===== src/rtl/dac_sample_scheduler.sv =====
// Sample FIFO feeding an SPI DAC writer at a programmable rate; one transfer per tick.
// Latency: pop-to-dac_st_wrt 1 cycle; backpressure: s_ready drops when the FIFO is full.
// Ticks that find the FIFO empty or a transfer in flight are dropped and flagged (sticky).
module dac_sample_scheduler #(
    parameter int DEPTH       = 16,
    parameter int RELEASE_CYC = 4,
    parameter int TIMEOUT_CYC = 8192
) (
    input  logic                     clk100mhz,
    input  logic                     rst,
    input  logic                     s_valid,
    input  logic [11:0]              s_data,
    output logic                     s_ready,
    input  logic                     enable,
    input  logic [15:0]              rate_div,
    output logic                     dac_st_wrt,
    output logic [11:0]              dac_data_in,
    input  logic                     dac_done,
    output logic [$clog2(DEPTH):0]   fifo_level,
    output logic                     underrun,
    output logic                     overrun,
    output logic                     timeout_err
);
    localparam int AW = $clog2(DEPTH);
    localparam int CW = $clog2(TIMEOUT_CYC) + 1;

    typedef enum logic [1:0] {IDLE, LOAD, BUSY, RELEASE} state_t;

    state_t          state_q, state_d;
    logic [11:0]     mem [DEPTH];
    logic [AW-1:0]   wr_ptr, rd_ptr;
    logic            push, pop;
    logic [15:0]     tmr;
    logic            tick;
    logic            done_s1, done_s2, done_s3, done_rise;
    logic [CW-1:0]   cyc_cnt;
    logic            set_under, set_over, set_to;

    assign s_ready = !rst && (fifo_level < (AW+1)'(DEPTH));
    assign push    = s_valid && s_ready;

    always_ff @(posedge clk100mhz) begin
        if (push)
            mem[wr_ptr] <= s_data;
    end

    always_ff @(posedge clk100mhz or posedge rst) begin
        if (rst) begin
            wr_ptr     <= '0;
            rd_ptr     <= '0;
            fifo_level <= '0;
        end else begin
            if (push)
                wr_ptr <= wr_ptr + 1'b1;
            if (pop)
                rd_ptr <= rd_ptr + 1'b1;
            case ({push, pop})
                2'b10:   fifo_level <= fifo_level + 1'b1;
                2'b01:   fifo_level <= fifo_level - 1'b1;
                default: fifo_level <= fifo_level;
            endcase
        end
    end

    // >= rather than == so a rate_div lowered mid-period cannot leave the timer running away
    assign tick = enable && (tmr >= rate_div);

    always_ff @(posedge clk100mhz or posedge rst) begin
        if (rst)
            tmr <= '0;
        else if (!enable || tick)
            tmr <= '0;
        else
            tmr <= tmr + 16'd1;
    end

    always_ff @(posedge clk100mhz or posedge rst) begin
        if (rst) begin
            done_s1 <= 1'b0;
            done_s2 <= 1'b0;
            done_s3 <= 1'b0;
        end else begin
            done_s1 <= dac_done;
            done_s2 <= done_s1;
            done_s3 <= done_s2;
        end
    end

    assign done_rise = done_s2 && !done_s3;

    always_ff @(posedge clk100mhz or posedge rst) begin
        if (rst)
            state_q <= IDLE;
        else
            state_q <= state_d;
    end

    always_comb begin
        state_d   = state_q;
        pop       = 1'b0;
        set_under = 1'b0;
        set_over  = 1'b0;
        set_to    = 1'b0;
        case (state_q)
            IDLE: begin
                if (tick) begin
                    if (fifo_level != '0) begin
                        pop     = 1'b1;
                        state_d = LOAD;
                    end else begin
                        set_under = 1'b1;
                    end
                end
            end
            LOAD: begin
                set_over = tick;
                state_d  = BUSY;
            end
            BUSY: begin
                set_over = tick;
                if (done_rise) begin
                    state_d = RELEASE;
                end else if (cyc_cnt == CW'(TIMEOUT_CYC - 1)) begin
                    set_to  = 1'b1;
                    state_d = RELEASE;
                end
            end
            RELEASE: begin
                set_over = tick;
                if (cyc_cnt == CW'(RELEASE_CYC - 1))
                    state_d = IDLE;
            end
            default: state_d = IDLE;
        endcase
    end

    // One counter serves both the BUSY timeout and the RELEASE hold; it restarts on every state change
    always_ff @(posedge clk100mhz or posedge rst) begin
        if (rst)
            cyc_cnt <= '0;
        else if (state_d != state_q)
            cyc_cnt <= '0;
        else if (state_q == BUSY || state_q == RELEASE)
            cyc_cnt <= cyc_cnt + 1'b1;
    end

    always_ff @(posedge clk100mhz or posedge rst) begin
        if (rst) begin
            dac_st_wrt  <= 1'b0;
            dac_data_in <= 12'h000;
            underrun    <= 1'b0;
            overrun     <= 1'b0;
            timeout_err <= 1'b0;
        end else begin
            dac_st_wrt <= (state_d == BUSY);
            if (pop)
                dac_data_in <= mem[rd_ptr];
            if (set_under)
                underrun <= 1'b1;
            if (set_over)
                overrun <= 1'b1;
            if (set_to)
                timeout_err <= 1'b1;
        end
    end
endmodule

===== config.mk =====
export PLATFORM = sky130hd
export DESIGN_NAME = dac_sample_scheduler
export DESIGN_NICKNAME = d
export VERILOG_FILES = /design/src/rtl/dac_sample_scheduler.sv
export SDC_FILE = /design/constraint.sdc
export NUM_CORES = 1
export LEC_CHECK = 0
export ABC_CLOCK_PERIOD_IN_PS = 4700
export CELL_PAD_IN_SITES_DETAIL_PLACEMENT = 1
export CELL_PAD_IN_SITES_GLOBAL_PLACEMENT = 1
export CORE_MARGIN = 2
export CORE_UTILIZATION = 45
export CTS_BUF_LIST = sky130_fd_sc_hd__clkbuf_4 sky130_fd_sc_hd__clkbuf_8
export DETAILED_ROUTE_END_ITERATION = 16
export GPL_ROUTABILITY_DRIVEN = 0
export HOLD_SLACK_MARGIN = 0.03
export MAX_ROUTING_LAYER = met4
export PLACE_DENSITY = 0.67
export SYNTH_ARGS = -nofsm -noshare
export SYNTH_HDL_FRONTEND = slang
export SYNTH_SLANG_ARGS = --single-unit

===== constraint.sdc =====
create_clock -name clk100mhz -period 4.7 [get_ports clk100mhz]
set_clock_uncertainty 0.1 [all_clocks]
set_input_delay 1.41 -clock clk100mhz [delete_from_list [all_inputs] [get_ports clk100mhz]]
set_output_delay 1.41 -clock clk100mhz [all_outputs]
set_load 0.02 [all_outputs]

==> results of run 1 <==
-- cells in the final DEF (no fill, tap or decap), types with 2 or more instances in the layout --
cell type and n:
inv_8 2, dfrtp_1 62, nor2b_1 3, nor2_1 45, clkdlybuf4s50_1 54, mux2_2 13
nand2b_1 2, and2_1 17, buf_4 28, nand4_1 13, xnor2_1 15, clkbuf_8 45
ha_1 27, edfxtp_1 192, and3_1 6, clkinv_1 9, o21ai_0 9, clkbuf_4 15
nor3b_1 3, dfrtp_2 2, inv_1 28, nand3_1 12, mux4_2 60, bufinv_16 2
or2_2 2, nor4_1 3, a21o_1 6, nand2_1 26, clkinv_2 4, a21oi_1 7
nor3_1 5, xor2_1 21
-- power by group through the flow --
stage	sequential, mW	combinational (mW)	clock (mW)
after global routing	2.75	0.921	2.14
after floorplan	2.75	0.510	0
after CTS	2.73	0.847	2.06
after global placement	2.76	0.803	0
after detailed placement	2.78	0.835	0
final	2.73	0.832	1.99
-- worst max-delay path, cell delays in order --
cell             delay (ps)
clkdlybuf4s50_1         460
inv_1                    40
ha_1                    290
nand4_1                 160
or3_1                   430
a2111oi_2               330
nor3_4                  100
nor2_4                  150
ha_1                    260
inv_1                   110
fa_1                    420
inv_1                    80
a21o_1                  120
a21oi_1                  70
xnor2_1                 120
nor2_1                  120
xor2_1                  160
-- routing by layer --
layer / up-vias / track usage, %
li1: 2579 / -
met5: - / -
met2: 110 / 34.4
met1: 2935 / 23.4
met4: 0 / 7.08
met3: 51 / 3.56
-- flip-flops by register name, summed over array words and instances (netlist names) --
register,count
done_s1,1
rd_ptr,4
done_s2,1
wr_ptr,4
done_s3,1
mem,192
timeout_err,1
dac_data_in,12
cyc_cnt,14
dac_st_wrt,1
fifo_level,5
underrun,1
tmr,16
overrun,1
state_q,2
-- layout make-up --
type	count	area (sq um)	area share [%]
flip-flops and latches	256	7370	58.3
multi-input cells	311	3110	24.6
repair buffers	83	771	6.10
clock buffers	60	732	5.79
well taps	319	399	3.16
clock inverters	18	144	1.14
inverters	29	109	0.862
-- stage by stage --
stage	hold WS (ps)	worst slack [ps]	std cells	power, mW	area [sq um]
2_1_floorplan	231	202	617	3.26	10700
3_3_place_gp	245	-120	998	3.57	11800
3_5_place_dp	249	-254	998	3.61	11800
4_1_cts	268	261	1076	5.64	12600
5_1_grt	268	21.6	1076	5.82	12600
6_report	265	237	1076	5.55	12600
-- synthesized netlist by cell type, types with 2 or more instances --
library cell	count
nand2_1	26
o21ai_0	9
dfrtp_1	64
a21oi_1	7
inv_1	29
nand3_1	12
nor4_1	3
nor2b_1	3
mux4_2	60
nor3b_1	3
nand4_1	13
nand2b_1	2
mux2_2	13
edfxtp_1	192
and2_1	17
ha_1	27
buf_2	7
a21o_1	6
nor2_1	45
xnor2_1	15
nor3_1	5
clkbuf_1	13
xor2_1	21
or2_2	2
and3_1	6
-- logic make-up after synthesis --
logic type,count (synthesis)
AO/OA/AOI/OAI,29
XOR/XNOR,36
adder cells (fa/ha/maj),28
buffers and inverters,50
flip-flops,256
multiplexers,74
AND/OR/NAND/NOR,144
-- path summary, 6_finish.rpt --
check                                       start                    endpoint  slack [ps]  depth (start not counted)
worst max-delay path                 rate_div[15]   fifo_level[4]$_DFFE_PP0P_         240                         17
worst min-delay path            done_s1$_DFF_PP0_           done_s2$_DFF_PP0_         260                          0
worst max register to register  tmr[13]$_DFF_PP0_   fifo_level[4]$_DFFE_PP0P_        1150                         15
worst min register to register  done_s1$_DFF_PP0_           done_s2$_DFF_PP0_         260                          0
max in group asynchronous                     rst            tmr[6]$_DFF_PP0_        2500                          3
min in group asynchronous                     rst  dac_data_in[2]$_DFFE_PP0P_        1210                          2
==> impl_metrics.tcl, run 1 <==
set metrics [dict create \
    post_cts_resized 0 \
    clk_path_buf_depth 3 \
    synth-seq-area-share_pct 69.0 \
    cts-root-buf "clkbuf_8" \
    grt_pass1_wl_mm 35.8 \
    core_area_sq_mm 0.0234 \
    postLayoutCoreUtil_pct 54.0 \
    synth_nets 678 \
    slew_violations 0 \
    synth_xor_xnor_area_share_pct 2.95 \
    synth-seq-cells 256 \
    postRouteAntennaNets 0 \
    clock_latency_ps 550 \
    cp-start-kind "input port" \
    hold_class "flop to flop" \
    dominantRegCellSynth "edfxtp_1" \
    dp_hpwl_mm 15.1 \
    cts.sinks 256 \
    pwr-share-clk_pct 35.8 \
    combinationalPowerShare_pct 15.0 \
    cts_buffers 43 \
    synth.top_cell.area_share_pct 54.0 \
    crit_type "input port to flop" \
    avgSynthCellArea_sq_um 17.3 \
    start_util_pct 45.6 \
    synth_edf_count 192 \
    fin_crit_sh_pct 94.9 \
    first_pass_iters 4 \
    wl_met1_mm 9.19 \
    synthAdderAreaFrac_pct 3.35 \
    routed_via_density 5.27 \
    critical_path_peak_fanout 4 \
    synthSimpleGateAreaFrac_pct 6.87 \
    p_per_area_mw_per_mm2 439 \
    fin_nets 785 \
    seqPwrFrac_pct 49.2 \
    grt_max_degree 34 \
    drive_above_1_share_pct 23.9 \
    dieArea_sq_mm 0.0250 \
    ctsHoldBuffers 0 \
    grtUsageTotal_pct 19.9 \
    fill_cells 2217 \
    grt_pass1_vias 6350 \
    setup_viol 0 \
    dr_wl_met3_um 871 \
    cp-end-kind "flop" \
    synth_cell_types 42 \
    relSlewSlack_pct 28.2 \
    period_minus_slack_ps 4460 \
    placementRows 56 \
    clk_pin_slew_ps 60 \
    routed-wl-met2_mm 12.1 \
    grt_antenna_before_repair 0 \
    arrival_ps 4830 \
    synth_cells 617 \
    drt_first_iter_violations 248 \
    drv_cap 0 \
    hold_viol_final 0 \
    peakVddDrop_uv 233 \
    p_switching_mw 1.43 \
    io_buffers 54 \
    dr_total_vias 5675 \
    yosysWarnings 0 \
    post_cts_buffers 0 \
    n_antenna_cell 0 \
    switching_share_pct 25.8 \
    routed_wirelength_mm 22.8 \
    netlist_top_cells_area "edfxtp_1 54%, dfrtp_1 15%, mux4_2 13%" \
    synth_compound_area_share_pct 1.80 \
    status "finished, final reports clean" \
    synth_top_family_by_area "multiplexers" \
    syn_area_sq_mm 0.0107 \
    grt_remaining_overflow 0 \
    tritoncts "built" \
    required_ps 5070 \
    topRoutingLayerUsed "met4" \
    drcViolationCount 0 \
    syn_to_final_growth_pct 18.3 \
    die_w_um 158 \
    pin_count 55 \
    wl_per_cell_um 21.2 \
    tightest_slew_ps 1080 \
    die-height_um 158 \
    p_int_mw 4.12 \
    rsz0062_at_grt "false" \
    cts-htree-levels 2 \
    fin_tns_setup_ps 0 \
    synth_largest_area_cell "edfxtp_1" \
    async_reset_ff_share_pct 25.0 \
    fmax_ghz 0.224 \
    muxShareOfSynthArea_pct 14.1 \
    p_leak_nw 4.64 \
]
(Power assumes the default switching activity.)
==> run 2, diff against run 1 <==
==> constraint.sdc (replaced) <==
create_clock -name clk100mhz -period 4.7 [get_ports clk100mhz]
set_clock_uncertainty 0.1 [all_clocks]
set_input_delay 1.41 -clock clk100mhz [delete_from_list [all_inputs] [get_ports clk100mhz]]
set_output_delay 1.41 -clock clk100mhz [all_outputs]
set_load 0.01 [all_outputs]
==> results of run 2 <==
The final DEF is identical to that of run 1. Status: finished, final reports clean.
Among the figures that moved: total power 5.55 mW -> 5.52 mW
==> run 3, diff against run 2 <==
--- a/config.mk
+++ b/config.mk
@@ -5,6 +5,7 @@
 export SDC_FILE = /design/constraint.sdc
 export NUM_CORES = 1
 export LEC_CHECK = 0
+export ABC_AREA = 0
 export ABC_CLOCK_PERIOD_IN_PS = 4700
 export CELL_PAD_IN_SITES_DETAIL_PLACEMENT = 1
 export CELL_PAD_IN_SITES_GLOBAL_PLACEMENT = 1
@@ -16,6 +17,7 @@
 export HOLD_SLACK_MARGIN = 0.03
 export MAX_ROUTING_LAYER = met4
 export PLACE_DENSITY = 0.67
+export RECOVER_POWER = 25
 export SYNTH_ARGS = -nofsm -noshare
 export SYNTH_HDL_FRONTEND = slang
 export SYNTH_SLANG_ARGS = --single-unit
==> run 3 against run 2 <==
Against the previous run: critical path depth did not move; non-clock buffer count did not move; highest routed layer unchanged; final cell count barely moved; via count rose by 0.18%; critical endpoint unchanged; utilization barely moved.
==> impl_metrics.tcl, run 3 (synthesized netlist as in run 1, its figures left out) <==
set metrics [dict create \
    cpMostUsedCell "inv_1" \
    period_minus_slack_ps 4470 \
    tightest_slew_ps 1210 \
    routed_wirelength_mm 22.8 \
    placementRows 56 \
    post_cts_resized 0 \
    dieArea_sq_mm 0.0250 \
    rrSetupSlack_ps 1140 \
    r2r_end "fifo_level[4]$_DFFE_PP0P_" \
    syn_to_final_growth_pct 18.3 \
    worstPathCellList "clkdlybuf4s50_1, inv_1, ha_1, nand4_1, or3_1, a2111oi_2, nor3_4, nor2_4, ha_1, inv_1, fa_1, inv_1, a21o_1, a21oi_1, xnor2_1, nor2_1, xor2_1" \
    critical_path_peak_fanout 4 \
    postLayoutCoreUtil_pct 54.0 \
    grt_remaining_overflow 0 \
    p_per_area_mw_per_mm2 437 \
    grt_pass1_vias 6350 \
    crit_type "input port to flop" \
    multiInputGateArea_sq_mm 0.00311 \
    regMostFlops "mem" \
    clk_pin_slew_ps 60 \
    rsz0062_at_grt "false" \
    grt_antenna_before_repair 1 \
    first_pass_iters 4 \
    required_ps 5070 \
    max_stage_delay_ps 460 \
    cp-end-kind "flop" \
    cts.sinks 256 \
    slew_violations 0 \
    worst-path-buf-inv 4 \
    hold_viol_final 0 \
    cp-start-kind "input port" \
    arrival_ps 4840 \
    crit_family "adder cells" \
    pin_count 55 \
    total_power_mw 5.52 \
    drt_first_iter_violations 256 \
    fin_nets 785 \
    holdCritStartpoint "done_s1$_DFF_PP0_" \
    ctsHoldBuffers 0 \
    die-height_um 158 \
    drcViolationCount 0 \
    cp-startpoint "rate_div[15]" \
    wl_per_cell_um 21.2 \
    wl_met1_mm 9.30 \
    dp_hpwl_mm 15.1 \
    whs_path_depth 0 \
    peakVddDrop_uv 233 \
    cts-root-buf "clkbuf_8" \
    fin_crit_sh_pct 95.0 \
    io_buffers 54 \
    topRoutingLayerUsed "met4" \
    final_common_cell "edfxtp_1" \
    final_cell_count_no_fill 1077 \
    fin_tns_setup_ps 0 \
    grt_max_degree 34 \
    timing.rr.start "tmr[13]$_DFF_PP0_" \
    dr_wl_met3_um 811 \
    status "finished, final reports clean" \
    clk_path_buf_depth 3 \
    holdWs_ps 265 \
    drive_above_1_share_pct 23.8 \
    crit_path_top_delay_cell "clkdlybuf4s50_1" \
    start_util_pct 45.6 \
    cts_buffers 43 \
    fmax_ghz 0.224 \
    fill_cells 2217 \
    dr_total_vias 5685 \
    postRouteAntennaNets 0 \
    cts-htree-levels 2 \
    routed_via_density 5.28 \
    core_area_sq_mm 0.0234 \
    relSlewSlack_pct 19.5 \
    post_cts_buffers 0 \
    largest_registers "mem: 192 flops, tmr: 16 flops, cyc_cnt: 14 flops" \
    grt_pass1_wl_mm 35.8 \
    place_inst 998 \
    register_area_sq_mm 0.00737 \
    clock_latency_ps 550 \
    worst-r2r-cell-count 15 \
    die_w_um 158 \
    drv_cap 0 \
    routed-wl-met2_mm 12.1 \
    largest_reg_flops 192 \
    hold_class "flop to flop" \
    layout_common_cells "192 x edfxtp_1, 62 x dfrtp_1, 60 x mux4_2, 45 x nor2_1, 45 x clkbuf_8" \
    grtUsageTotal_pct 19.9 \
    hold_end "done_s2$_DFF_PP0_" \
    p_leak_nw 4.65 \
    tritoncts "built" \
    setup_viol 0 \
]
-- run 3: worst max path at each step --
stage	slack, ps	endpoint	depth (start not counted)
floorplan	210	fifo_level[4]$_DFFE_PP0P_	17
global placement	-120	fifo_level[4]$_DFFE_PP0P_	17
detailed placement	-250	fifo_level[4]$_DFFE_PP0P_	17
CTS	260	fifo_level[4]$_DFFE_PP0P_	17
global route	20	fifo_level[4]$_DFFE_PP0P_	17
finish	230	fifo_level[4]$_DFFE_PP0P_	17
-- run 3: metrics by stage --
step	worst slack [ps]	cell area, sq um
2_1_floorplan	207	10700
3_3_place_gp	-120	11800
3_5_place_dp	-254	11800
4_1_cts	261	12600
5_1_grt	21.6	12600
6_report	234	12600
-- run 3: area by class of cell --
type	count	share of cell area, %
Antenna cell	1	0.0198
Clock buffer	60	5.79
Clock inverter	18	1.14
Inverter	29	0.862
Multi-Input combinational cell	311	24.6
Sequential cell	256	58.3
Tap cell	319	3.16
Timing Repair Buffer	83	6.10
-- run 3: power breakdown --
group | switching, mW | internal [mW]
sequential | 0.139 | 2.59
combinational | 0.401 | 0.400
clock | 0.865 | 1.12
-- run 3: per-layer routing --
metal,global-route usage [%],up-vias
met3,3.56,49
met5,-,-
met4,7.08,0
li1,-,2581
met1,23.4,2947
met2,34.4,108
